`config.mk`:
```
export PLATFORM = sky130hd
export DESIGN_NAME = if_fetch_stage_flat
export DESIGN_NICKNAME = d
export VERILOG_FILES = /design/src/rtl/if_fetch_stage_pkg.sv /design/src/rtl/if_fetch_stage_if.sv /design/src/rtl/if_fetch_stage_fetch_buffer.sv /design/src/rtl/if_fetch_stage.sv /design/src/flat_wrapper.sv
export SDC_FILE = /design/constraint.sdc
export NUM_CORES = 1
export LEC_CHECK = 0
export ABC_AREA = 1
export ABC_CLOCK_PERIOD_IN_PS = 2910
export BUFFER_PORTS_ARGS = -buffer_cell sky130_fd_sc_hd__buf_2
export CORE_ASPECT_RATIO = 2
export CORE_MARGIN = 4
export CORE_UTILIZATION = 52
export CTS_BUF_LIST = sky130_fd_sc_hd__clkbuf_4
export DETAILED_ROUTE_END_ITERATION = 6
export PLACE_DENSITY = 0.82
export SYNTH_ARGS = -nofsm -noshare
export SYNTH_HDL_FRONTEND = slang
export SYNTH_SLANG_ARGS = --single-unit
```
`constraint.sdc`:
```
create_clock -name clk -period 2.91 [get_ports clk]
set_input_delay 0.1455 -clock clk [delete_from_list [all_inputs] [get_ports clk]]
set_output_delay 0.1455 -clock clk [all_outputs]
set_load 0.005 [all_outputs]
```
`src/rtl/if_fetch_stage_pkg.sv`:
```
// Shared fetch-pipeline types: instruction/PC widths, bubble encoding, fetch FSM states.
// Holds no logic; the only helper is the PC increment used by the fetch stage and IF/ID view.
package if_fetch_stage_pkg;

    localparam int INSTR_W = 32;
    localparam int PC_W    = 32;

    localparam logic [INSTR_W-1:0] NOP_INSTR = '0;

    typedef enum logic [1:0] {
        FETCH_IDLE    = 2'd0,
        FETCH_WAIT    = 2'd1,
        FETCH_DISCARD = 2'd2
    } fetch_state_e;

    typedef struct packed {
        logic [PC_W-1:0]    addr;
        logic [INSTR_W-1:0] word;
    } fetch_entry_t;

    // Wraps modulo 2^32, so the word after 32'hFFFFFFFC is fetched from 0.
    function automatic logic [PC_W-1:0] pc_incr(input logic [PC_W-1:0] pc);
        return pc + PC_W'(4);
    endfunction

endpackage

```
`src/rtl/if_fetch_stage_if.sv`:
```
// Instruction-memory req/ack port; fetch side is the master, memory is the slave.
// req and addr hold until a single-cycle ack, which may land in the first req cycle.
interface if_fetch_stage_if;
    import if_fetch_stage_pkg::*;

    logic               imem_req;
    logic [PC_W-1:0]    imem_addr;
    logic               imem_ack;
    logic [INSTR_W-1:0] imem_rdata;

    modport master (
        output imem_req,
        output imem_addr,
        input  imem_ack,
        input  imem_rdata
    );

    modport slave (
        input  imem_req,
        input  imem_addr,
        output imem_ack,
        output imem_rdata
    );

endinterface

```
`src/rtl/if_fetch_stage_fetch_buffer.sv`:
```
// Circular buffer of {addr, word} fetch results; head is readable the cycle after a push.
// Push and pop may coincide; flush wins over both. The caller never pushes when full or pops when empty.
module if_fetch_stage_fetch_buffer
    import if_fetch_stage_pkg::*;
#(
    parameter int DEPTH = 2
) (
    input  logic                         clk,
    input  logic                         rst,
    input  logic                         push,
    input  fetch_entry_t                 push_dat,
    input  logic                         pop,
    input  logic                         flush,
    output fetch_entry_t                 head_dat,
    output logic [$clog2(DEPTH+1)-1:0]   count
);

    localparam int PTR_W = $clog2(DEPTH);
    localparam int CNT_W = $clog2(DEPTH + 1);

    fetch_entry_t     mem_q [DEPTH];
    fetch_entry_t     mem_d [DEPTH];
    logic [PTR_W-1:0] rd_ptr_q, rd_ptr_d;
    logic [PTR_W-1:0] wr_ptr_q, wr_ptr_d;
    logic [CNT_W-1:0] count_q, count_d;

    always_comb begin
        mem_d    = mem_q;
        rd_ptr_d = rd_ptr_q;
        wr_ptr_d = wr_ptr_q;
        count_d  = count_q;
        if (flush) begin
            rd_ptr_d = '0;
            wr_ptr_d = '0;
            count_d  = '0;
        end else begin
            if (push) begin
                mem_d[wr_ptr_q] = push_dat;
                wr_ptr_d        = wr_ptr_q + PTR_W'(1);
            end
            if (pop) begin
                rd_ptr_d = rd_ptr_q + PTR_W'(1);
            end
            case ({push, pop})
                2'b10:   count_d = count_q + CNT_W'(1);
                2'b01:   count_d = count_q - CNT_W'(1);
                default: count_d = count_q;
            endcase
        end
    end

    always_ff @(posedge clk) begin
        if (rst) begin
            mem_q    <= '{default: '0};
            rd_ptr_q <= '0;
            wr_ptr_q <= '0;
            count_q  <= '0;
        end else begin
            mem_q    <= mem_d;
            rd_ptr_q <= rd_ptr_d;
            wr_ptr_q <= wr_ptr_d;
            count_q  <= count_d;
        end
    end

    assign head_dat = mem_q[rd_ptr_q];
    assign count    = count_q;

endmodule

```
`src/rtl/if_fetch_stage.sv`:
```
// Instruction fetch: owns the PC, keeps one imem request in flight, buffers words for IF/ID.
// First word reaches IF/ID two cycles after reset release; freeze backs up the buffer, which then stops issue.
module if_fetch_stage
    import if_fetch_stage_pkg::*;
#(
    parameter logic [PC_W-1:0] RESET_PC = 32'd0,
    parameter int              DEPTH    = 2
) (
    input  logic               clk,
    input  logic               rst,
    input  logic               freeze,
    input  logic               branch_taken,
    input  logic [PC_W-1:0]    branch_addr,
    if_fetch_stage_if.master   imem,
    output logic               valid_out,
    output logic [PC_W-1:0]    pc_out,
    output logic [INSTR_W-1:0] instruction_out
);

    localparam int CNT_W = $clog2(DEPTH + 1);

    fetch_state_e     state_q, state_d;
    logic [PC_W-1:0]  pc_q, pc_d;
    logic [PC_W-1:0]  req_addr_q, req_addr_d;

    logic [CNT_W-1:0] buf_count;
    fetch_entry_t     head_dat;
    fetch_entry_t     push_dat;

    logic             consume;
    logic             ack_push;
    logic             can_request;
    logic             has_room;
    logic             issue;
    logic [CNT_W:0]   occ_next;

    assign consume     = valid_out & ~freeze & ~branch_taken;
    assign ack_push    = (state_q == FETCH_WAIT) & imem.imem_ack & ~branch_taken;
    assign can_request = (state_q == FETCH_IDLE) | ((state_q == FETCH_WAIT) & imem.imem_ack);

    // Issue only if the buffer still has a free slot after this edge, so the
    // response of the new request can always be pushed whenever it returns.
    assign occ_next = {1'b0, buf_count}
                    - {{CNT_W{1'b0}}, consume}
                    + {{CNT_W{1'b0}}, ack_push};
    assign has_room = occ_next < (CNT_W + 1)'(DEPTH);
    assign issue    = can_request & has_room & ~branch_taken;

    always_comb begin
        state_d    = state_q;
        pc_d       = pc_q;
        req_addr_d = req_addr_q;
        if (branch_taken) begin
            pc_d = branch_addr;
            // A request still in flight must have its response swallowed.
            case (state_q)
                FETCH_WAIT:    state_d = imem.imem_ack ? FETCH_IDLE : FETCH_DISCARD;
                FETCH_DISCARD: state_d = imem.imem_ack ? FETCH_IDLE : FETCH_DISCARD;
                default:       state_d = FETCH_IDLE;
            endcase
        end else begin
            case (state_q)
                FETCH_IDLE:    state_d = FETCH_IDLE;
                FETCH_WAIT:    state_d = imem.imem_ack ? FETCH_IDLE : FETCH_WAIT;
                FETCH_DISCARD: state_d = imem.imem_ack ? FETCH_IDLE : FETCH_DISCARD;
                default:       state_d = FETCH_IDLE;
            endcase
            if (issue) begin
                req_addr_d = pc_q;
                pc_d       = pc_incr(pc_q);
                state_d    = FETCH_WAIT;
            end
        end
    end

    always_ff @(posedge clk) begin
        if (rst) begin
            state_q    <= FETCH_IDLE;
            pc_q       <= RESET_PC;
            req_addr_q <= '0;
        end else begin
            state_q    <= state_d;
            pc_q       <= pc_d;
            req_addr_q <= req_addr_d;
        end
    end

    assign push_dat = '{addr: req_addr_q, word: imem.imem_rdata};

    if_fetch_stage_fetch_buffer #(
        .DEPTH(DEPTH)
    ) u_fetch_buffer (
        .clk      (clk),
        .rst      (rst),
        .push     (ack_push),
        .push_dat (push_dat),
        .pop      (consume),
        .flush    (branch_taken),
        .head_dat (head_dat),
        .count    (buf_count)
    );

    assign imem.imem_req  = (state_q != FETCH_IDLE);
    assign imem.imem_addr = req_addr_q;

    always_comb begin
        valid_out       = (buf_count != '0);
        pc_out          = '0;
        instruction_out = NOP_INSTR;
        if (valid_out) begin
            pc_out          = pc_incr(head_dat.addr);
            instruction_out = head_dat.word;
        end
    end

endmodule

```
`src/flat_wrapper.sv`:
```
// flat-port wrapper written by rule: the top's interface ports become plain ports
module if_fetch_stage_flat import if_fetch_stage_pkg::*;
#(
    parameter logic [PC_W-1:0] RESET_PC = 32'd0,
    parameter int              DEPTH    = 2
)
  (clk, rst, freeze, branch_taken, branch_addr, valid_out, pc_out, instruction_out, imem_imem_req, imem_imem_addr, imem_imem_ack, imem_imem_rdata);
  if_fetch_stage_if imem_i ();
  input  logic clk;
  input  logic rst;
  input  logic freeze;
  input  logic branch_taken;
  input  logic [PC_W-1:0] branch_addr;
  output logic valid_out;
  output logic [PC_W-1:0] pc_out;
  output logic [INSTR_W-1:0] instruction_out;
  output wire logic [$bits(imem_i.imem_req)-1:0] imem_imem_req;
  output wire logic [$bits(imem_i.imem_addr)-1:0] imem_imem_addr;
  input wire logic [$bits(imem_i.imem_ack)-1:0] imem_imem_ack;
  input wire logic [$bits(imem_i.imem_rdata)-1:0] imem_imem_rdata;
  assign imem_imem_req = imem_i.imem_req;
  assign imem_imem_addr = imem_i.imem_addr;
  assign imem_i.imem_ack = imem_imem_ack;
  assign imem_i.imem_rdata = imem_imem_rdata;
  if_fetch_stage #(.RESET_PC(RESET_PC), .DEPTH(DEPTH)) u_core (.clk(clk), .rst(rst), .freeze(freeze), .branch_taken(branch_taken), .branch_addr(branch_addr), .imem(imem_i), .valid_out(valid_out), .pc_out(pc_out), .instruction_out(instruction_out));
endmodule
```
# Word-level counts from Yosys, hierarchy flattened
# Cells that the tools add are included.
[word_totals] ff_bits=198 latch_bits=0 mem_bits_rw=0 rom_bits=0 inputBits=69 output_inout_bits=98 wordCells=64 memories=0
[op_classes] n_addsub=8 mul=0 div_mod_pow=0 magnitude_cmp=4 eq_ne=4 shifts=0 mux=17 n_bitwise=11 n_reduce_logical=10
[ops] op="$mux W64" n=4
[ops] op="$bwmux W128" n=1
[ops] op="$mux W32" n=4
[ops] op="$add A32 B3 Y32 const B" n=2
[ops] op="$demux W64 S1" n=1
[ops] op="$mux W2" n=4
[ops] op="$pmux W2 S2" n=2
[ops] op="$reduce_bool A2 Y1" n=4
[ops] op="$and A1 B1 Y1" n=6
[ops] op="$eq A2 B1 Y1 const B" n=2
[ops] op="$eq A2 B2 Y1 const B" n=2
[ops] op="$ge A2 B2 Y1 const B" n=2
[ops] op="$not A1 Y2" n=2
[ops] op="$reduce_and A2 Y1" n=2
[ops] op="$reduce_or A2 Y1" n=2
[ops] op="$add A3 B1 Y3" n=1
[ops] op="$lt A3 B2 Y1 const B" n=1
[ops] op="$sub A2 B1 Y3" n=1
[ops] op="$add A1 B1 Y1 const B" n=2
[ops] op="$add A2 B1 Y2 const B" n=1
[ops] op="$logic_not A2 Y1" n=1
[ops] op="$lt A2 B1 Y1 const B" n=1
[ops] op="$not A1 Y1" n=2
[ops] op="$sub A2 B1 Y2 const B" n=1
[ops] op="other kinds (3)" n=3

# Longest topological paths before layout
# Gate-level depths: netlist (run 1).
[logic_depth] depth_word=10 depth_mapped=20 mapped_depth_nobuf=20

# Modules after synthesis
# A second synthesis (run 1) with hierarchy kept.
[hier_totals] hier_cells=1663 area_unflattened_um2=10427.5
[by_module_without_submodules] module="if_fetch_stage_fetch_buffer" instances=1 cells_per_inst=855 area_each_um2=5667.9
[by_module_without_submodules] module="if_fetch_stage" instances=1 cells_per_inst=808 area_each_um2=4759.6

# Worst setup path before layout (run 1)
# No wires, ideal clock.
[synth_path] path_kind="reg2reg" from="reg u_core.u_fetch_buffer.count_q[1], in the netlist u_core.u_fetch_buffer.count[1]" to="reg u_core.req_addr_q[10], in the netlist u_core.imem.imem_addr[10]" setup_time_ps=71 t_arrival_ps=2839 slack_ps=0 stages_incl_launch_ff=16 n_path_buf=3 cell_sequence="dfxtp_1 -> nor2_1 -> clkbuf_1 -> nor3_1 -> ha_1 -> nor2_1 -> inv_1 -> fa_1 -> inv_1 -> a21oi_1 -> nand4_2 -> inv_1 -> buf_2 -> buf_2 -> nand2_1 -> a21oi_1"
[synth_via] elab_chain_cells=9
[synth_lines] item="from (decl)" line="if_fetch_stage_fetch_buffer.sv:25" rtl="logic [CNT_W-1:0] count_q, count_d;"
[synth_lines] item="from (signal assigned)" line="if_fetch_stage_fetch_buffer.sv:62" rtl="count_q <= count_d;"
[synth_lines] item="$reduce_bool A2 Y1" line="if_fetch_stage.sv:107" rtl="valid_out = (buf_count != '0);"
[synth_lines] item="$and A1 B1 Y1 (2 in a row)" line="if_fetch_stage.sv:37" rtl="assign consume = valid_out & ~freeze & ~branch_taken;"
[synth_lines] item="named net u_core.consume" line="if_fetch_stage.sv:30" rtl="logic consume;"
[synth_lines] item="$sub A2 B1 Y3" line="if_fetch_stage.sv:44" rtl="- {{CNT_W{1'b0}}, consume}"
[synth_lines] item="$add A3 B1 Y3" line="if_fetch_stage.sv:45" rtl="+ {{CNT_W{1'b0}}, ack_push};"
[synth_lines] item="$lt A3 B2 Y1" line="if_fetch_stage.sv:46" rtl="assign has_room = occ_next < (CNT_W + 1)'(DEPTH);"
[synth_lines] item="$and A1 B1 Y1 (2 in a row)" line="if_fetch_stage.sv:47" rtl="assign issue = can_request & has_room & ~branch_taken;"
[synth_lines] item="$reduce_and A2 Y1 (no source line)"
[synth_lines] item="to (signal assigned)" line="if_fetch_stage.sv:84" rtl="req_addr_q <= req_addr_d;"
[synth_lines] item="to (decl)" line="if_fetch_stage.sv:24" rtl="logic [PC_W-1:0] req_addr_q, req_addr_d;"
# The timed path passes the listed nets, and every way through them passes these cells.
# A chain may end at the register's enable or synchronous reset.

# Worst setup path in the final report (run 1)
[layout_path] from="reg u_core.u_fetch_buffer.count_q[0], in the netlist u_core.u_fetch_buffer.count[0]" to="reg u_core.req_addr_q[24], in the netlist u_core.imem.imem_addr[24]"
# Same word-level chain as after synthesis.

==> results of run 1 <==
==> registers in the layout, indices dropped and copies added (netlist names) <==
signal                          count
u_core.imem.imem_addr              32
u_core.pc_q                        32
u_core.state_q                      2
u_core.u_fetch_buffer.count         2
u_core.u_fetch_buffer.mem_q       128
u_core.u_fetch_buffer.rd_ptr_q      1
u_core.u_fetch_buffer.wr_ptr_q      1
==> placed cells by master, fill, tap and decap left out, drive strengths merged <==
cell type      n
a211oi        15
a21boi         1
a21oi        148
a22oi          1
a31oi          6
buf          208
clkbuf        21
clkinv        10
clkinvlp       1
dfxtp        198
diode          1
dlygate4sd3   67
fa             1
ha             7
inv          172
nand2        333
nand3         55
nand3b         6
nand4          4
nor2         263
nor3           9
o211ai         1
o21ai        207
o21bai         1
xnor2          3
xor2          10
==> kinds of logic (layout without fill, tap and decap cells) <==
group,Yosys count,after routing,share of synthesized area
XOR/XNOR,13,13,0.01160
AO/OA/AOI/OAI,380,380,0.1997
other,0,1,0
adder cells (fa/ha/maj),8,8,0.01096
AND/OR/NAND/NOR,668,670,0.2715
flip-flops,198,198,0.4037
buffers and inverters,253,479,0.1026
==> power by group <==
group / leakage, nW / total (mW) / internal [mW] / switching [mW]
combinational: 3.65 / 0.655 / 0.291 / 0.364
sequential: 1.61 / 2.89 / 2.81 / 0.0799
clock: 0.165 / 1.53 / 0.411 / 1.12
==> through the flow <==
stage / power, mW / utilization / instances
after floorplan: 3.216 / - / 1520
after global placement: 3.422 / 0.5888 / 1850
after detailed placement: 3.431 / 0.5888 / 1850
after CTS: 5.029 / 0.6493 / 1952
after global routing: 5.271 / 0.6669 / 1965
final: 5.074 / 0.6669 / 1965
==> worst reg2reg max path, cell delays in order (launching register included) <==
cell	delay, ns
dfxtp_1	0.45
nor2_1	0.11
nor3_2	0.30
ha_4	0.28
nor2_4	0.09
inv_2	0.05
fa_1	0.54
inv_2	0.05
a21oi_4	0.18
nand4_4	0.23
buf_6	0.21
buf_16	0.13
a211oi_2	0.30
==> area by class of cell <==
type	instances	share of cell area
timing repair buffer	279	0.1669
tap	216	0.02203
clock buffer	17	0.01040
clock inverter	15	0.01489
inverter	168	0.05202
antenna	1	0.0002040
sequential	198	0.3237
multi-input combinational	1071	0.4099
==> cells in the mapped netlist <==
cell type / n
nor2_4: 2
a21oi_1: 148
a211oi_1: 15
a22oi_1: 1
nand4_2: 1
nand4_1: 2
fa_1: 1
a31oi_1: 6
nand2_1: 330
ha_1: 7
buf_6: 3
nand2_2: 3
nand3b_1: 6
clkinv_1: 2
o211ai_1: 1
o21ai_2: 1
inv_1: 165
buf_2: 16
o21bai_1: 1
inv_2: 1
nor2_2: 8
nor2_1: 252
xor2_1: 10
o21ai_0: 203
o21ai_1: 3
nand3_1: 55
clkbuf_1: 61
dfxtp_1: 198
nor3_1: 9
a21boi_0: 1
xnor2_1: 3
buf_4: 4
buf_1: 1
==> final timing paths <==
check	from	to	cells after the start
worst max register to register	u_core.u_fetch_buffer.count[0]	u_core.imem.imem_addr[24]	12
worst max-delay path	u_core.u_fetch_buffer.count[0]	u_core.imem.imem_addr[24]	12
worst min-delay path	rst	u_core.pc_q[24]	4
worst min register to register	u_core.u_fetch_buffer.mem_q[6]	u_core.u_fetch_buffer.mem_q[6]	2
==> routing by layer <==
layer / vias to the layer above / track usage
li1: 5283 / -
met1: 4865 / 0.2904
met2: 440 / 0.5239
met3: 119 / 0.03931
met4: 0 / 0.1797
met5: - / 0
==> repair_timing <==
| action | 4_1_cts | 5_1_grt |
|---|---|---|
| buffers inserted | 0 | 7 |
| endpoints found under the setup margin | 24 | 86 |
| cloned | 3 | 5 |
| pin swaps | 2 | 9 |
| hold endpoints to repair | 102 | 0 |
| hold buffers | 67 | 0 |
| resized for setup | 17 | 47 |
==> reports/summary.txt, run 1 <==
Worst setup SP type -> register
leak pwr -> 5.426 nW
Hold Fails Final Rpt -> 0
Placer Congestion -> 0.9818
Vias/cell -> 5.449
DP Worst Slack -> -0.02123 ns
clk_skew -> 0.02634 ns
die area -> 21,280 um^2
YS warnings -> 0
Slowest cell on crit path -> fa_1
worst min path class -> primary input to register
Power Dens Cells -> 413.7 nW/um^2
grt ovf -> 0
post-synthesis area per instance -> 6.460 um^2
number of antenna violations at the first check in global routing -> 1
FF+latch area -> 3970 um^2
share of cells above drive strength 1 -> 0.1722
TNS Setup -> -0.6113 ns
CP Class -> register to register
Final setup viols -> 17
FP Rows -> 70
placed inst area -> 10,830 um^2
WL/cell -> 16.14 um
crit path cell chain -> nor2_1 -> nor3_2 -> ha_4 -> nor2_4 -> inv_2 -> fa_1 -> inv_2 -> a21oi_4 -> nand4_4 -> buf_6 -> buf_16 -> a211oi_2
filler instances -> 1,587
Most common cell on crit path -> inv_2
Critical Path AT -> 3.51 ns
R2R Setup Slk -> -0.1 ns
CORE AREA -> 18,390 um^2
drt first-iter violations -> 799
largest area contributor in the netlist -> dfxtp_1
Sink Count -> 198
worst hold margin -> 0.07843 ns
first-pass GRT wire length -> 48.85 mm
Syn Std Cell Area -> 9819 um^2
vias in the first global route -> 10,100
Routed WL -> 31.72 mm
status -> complete, but fails checks
CTS tree -> yes
cell family with most CP delay -> adder cells
DRC -> 0
buffers plus inverters on the worst setup path -> 4
failing checks -> negative setup slack
Synth top area share -> 0.4037
Mapped Cells -> 1,520
post-route worst setup slack -> -0.09906 ns
metal3 WL -> 1.681 mm
root buffer cell -> clkbuf_4
Multi-input gate area -> 5027 um^2
crit share post-route -> 1.034
Metal-1 WL -> 11.25 mm
area grow syn2layout -> 24.91%
DPL Wire Length -> 21.24 mm
DR vias -> 10,710
post-route cell area -> 12,270 um^2
io pins -> 167
die width -> 105.2 um
Die Y -> 202.3 um
first drt pass iteration count -> 7
Worst path max stage delay -> 0.54 ns
max-cap viol count -> 0
Slew HR -> 0.4393
Syn Nets -> 1,597
worst-path maximum fanout -> 10
TritonCTS Buffers -> 17
metal2 WL -> 16.70 mm
Initial Utilization -> 0.5339
IO buf count -> 166
Max clock buf depth -> 2
Slew Limit Fails -> 0
largest cells by area after synthesis -> dfxtp_1 (40%), nand2_1 (13%), o21ai_0 (10%)
ANT nets after route -> 0
pin count of the biggest net entering global routing -> 75
fin crit period -> 3.009 ns
H-tree Lvls -> 4
crit end category -> register
worst-margin pin slew -> 0.8398 ns
top layer in use -> met4
nets@finish -> 1,812
Worst EP required -> 3.41 ns
Seq/Total Area, Yosys -> 0.4037
number of synthesized register bits -> 198
clock latency at the later pin of the worst-skew pair -> 0.60 ns
GRT Overall Usage -> 0.2819
Highest Clock Rate -> 332.3 MHz
Peak supply drop -> 0.0002494 V
clk slew on worst S/H paths -> 0.19 ns
Netlist cell types -> 33
Power figures use the tool's default switching activity.
==> run 2, diff against run 1 <==
- CORE_UTILIZATION: 52 -> 51
- CTS_BUF_LIST: sky130_fd_sc_hd__clkbuf_4 -> sky130_fd_sc_hd__clkbuf_16
- PLACE_DENSITY: 0.82 -> 0.8
==> reports/summary.txt, run 2 (same netlist as run 1, synthesis figures left out) <==
worst hold margin -> 0.01545 ns (-0.06297 ns)
clock latency at the later pin of the worst-skew pair -> 0.45 ns (-0.15 ns)
met1 usage -> 0.2840 (-0.006377)
leak pwr -> 5.413 nW (-0.23%)
Routed WL -> 31.35 mm (-1.2%)
IO buf count -> 166 (unchanged)
max-cap viol count -> 0 (unchanged)
Die Y -> 204.2 um (+0.94%)
Worst setup SP type -> register
Most Crowded Layer GR -> met2
max reg flops -> 128 (unchanged)
crit share post-route -> 1.000 (-0.03386)
R2R Setup Slk -> -0.0005 ns (+0.10 ns)
drt first-iter violations -> 734 (-8.1%)
ANT nets after route -> 0 (unchanged)
CP Class -> register to register
grt ovf -> 0 (unchanged)
io pins -> 167 (unchanged)
Highest Clock Rate -> 343.6 MHz (+3.4%)
Max clock buf depth -> 2 (unchanged)
vias in the first global route -> 9,817 (-2.8%)
root buffer cell -> clkbuf_16
worst-path maximum fanout -> 10 (unchanged)
CORE AREA -> 18,830 um^2 (+2.4%)
Power Dens Cells -> 477.0 nW/um^2 (+15%)
nets@finish -> 1,783 (-1.6%)
Reg2Reg Depth -> 13 (+1)
CTS tree -> yes
failing checks -> negative setup slack
Reg-to-Reg Start -> u_core.u_fetch_buffer.count[1]
Final setup viols -> 1 (-16)
RSZ-0062 raised after global routing -> true
worst-margin pin slew -> 0.6741 ns (-0.1657 ns)
post-route worst setup slack -> -0.0005325 ns (+0.09853 ns)
antenna cells -> 0 (-1)
Placer Congestion -> 0.9508 (-3.2%)
WL/cell -> 15.88 um (-1.6%)
DRC -> 0 (unchanged)
fin crit period -> 2.911 ns (-0.09853 ns)
FP Rows -> 71 (+1.4%)
clk slew on worst S/H paths -> 0.08 ns (-0.11 ns)
hold path cells -> 5 (+1)
M3 GR Usage -> 0.03288 (-0.006430)
Sink Count -> 198 (unchanged)
status -> complete, but fails checks
worst min path class -> primary input to register
DR vias -> 10,440 (-2.5%)
first drt pass iteration count -> 5 (-2)
Slew HR -> 0.5506 (+0.1113)
share of cells above drive strength 1 -> 0.1693 (-0.002912)
DP Worst Slack -> -0.04484 ns (-0.02361 ns)
GRT Overall Usage -> 0.2704 (-0.01155)
die area -> 21,670 um^2 (+1.8%)
Slew Limit Fails -> 0 (unchanged)
die width -> 106.1 um (+0.90%)
Critical Path AT -> 3.28 ns (-0.23 ns)
DPL Wire Length -> 21.02 mm (-1.0%)
area grow syn2layout -> 24.74%
fin util -> 0.6504 (-0.01646)
most frequent cells in the layout -> nand2_1 (324), nor2_1 (246), o21ai_0 (201)
first-pass GRT wire length -> 47.27 mm (-3.2%)
Largest Register -> u_core.u_fetch_buffer.mem_q
Hold Path Sink -> u_core.pc_q[14]
TritonCTS Buffers -> 17 (unchanged)
worst r2r dst -> u_core.imem.imem_addr[12]
final total power -> 5.843 mW (+15%)
commonest non-fill, non-tap cell in the layout -> nand2_1
Vias/cell -> 5.287 (-3.0%)
Worst EP required -> 3.28 ns (-0.13 ns)
H-tree Lvls -> 4 (unchanged)
pin count of the biggest net entering global routing -> 82 (+9.3%)
Hold Crit Start -> branch_addr[14]
TNS Setup -> -0.0005325 ns (+0.6108 ns)
number of antenna violations at the first check in global routing -> 0 (-1)
clk_skew -> 0.01463 ns (-0.01171 ns)
Peak supply drop -> 0.0002774 V (+11%)
met2 track demand over resource -> 0.5104 (-0.01346)
Hold Fails Final Rpt -> 0 (unchanged)
Initial Utilization -> 0.5214 (-0.01249)
crit end category -> register
[run 2: through the flow]
step	instances	cell area, um^2
after floorplan	1520	9819
after global placement	1887	10890
after detailed placement	1887	10890
after CTS	1959	11890
after global routing	1974	12250
final	1974	12250
[run 2: report_power, final]
part           internal (mW)  switching, mW  leakage [nW]
Clock                   1.15           1.20         0.279
Sequential              2.80         0.0778          1.61
Combinational          0.262          0.359          3.52
Total                   4.21           1.63          5.41
[run 2: per-layer routing]
layer / vias up / share of wire
li1: 5220 / -
met1: 4742 / 0.36
met2: 373 / 0.53
met3: 101 / 0.050
met4: 0 / 0.054
met5: - / 0
[run 2: what timing repair did]
item / in CTS / in global routing
endpoints found under the setup margin: 19 / 85
hold endpoints to repair: 48 / 0
gates resized for setup: 3 / 43
setup buffers: 0 / 7
cloned: 0 / 8
hold buffers: 40 / 0
pin swaps: 0 / 12
[run 2: final cells by class]
type | count | area (um^2)
fill | 1696 | 6584
clock buffer | 17 | 425.4
clock inverter | 15 | 160.2
tap | 255 | 319.1
multi-input combinational | 1070 | 4985
inverter | 168 | 639.4
sequential | 198 | 3970
timing repair buffer | 251 | 1750
[run 2: critical path, cell delays in order (launching register included)]
cell and delay (ns):
dfxtp_1 0.36, nor2_1 0.09, nor3_2 0.30, ha_4 0.27, nor2_4 0.10, inv_2 0.05
fa_1 0.51, inv_2 0.05, a21oi_4 0.15, nand4_4 0.19, clkinvlp_4 0.27, clkbuf_16 0.21
o21ai_0 0.11, a21oi_1 0.18
[run 2: how the worst max path moves through the flow]
stage	start	endpoint	slack (ns)	cells after the start
finish	u_core.u_fetch_buffer.count[1]	u_core.imem.imem_addr[12]	-0.0005	13
floorplan	u_core.u_fetch_buffer.count[1]	u_core.imem.imem_addr[10]	0.00008	15
CTS	u_core.state_q[1]	u_core.pc_q[22]	0.02	18
global route	u_core.u_fetch_buffer.count[0]	u_core.imem.imem_addr[12]	-0.11	13
global placement	u_core.state_q[1]	u_core.pc_q[19]	0.04	20
detailed placement	u_core.state_q[1]	u_core.pc_q[4]	-0.04	17
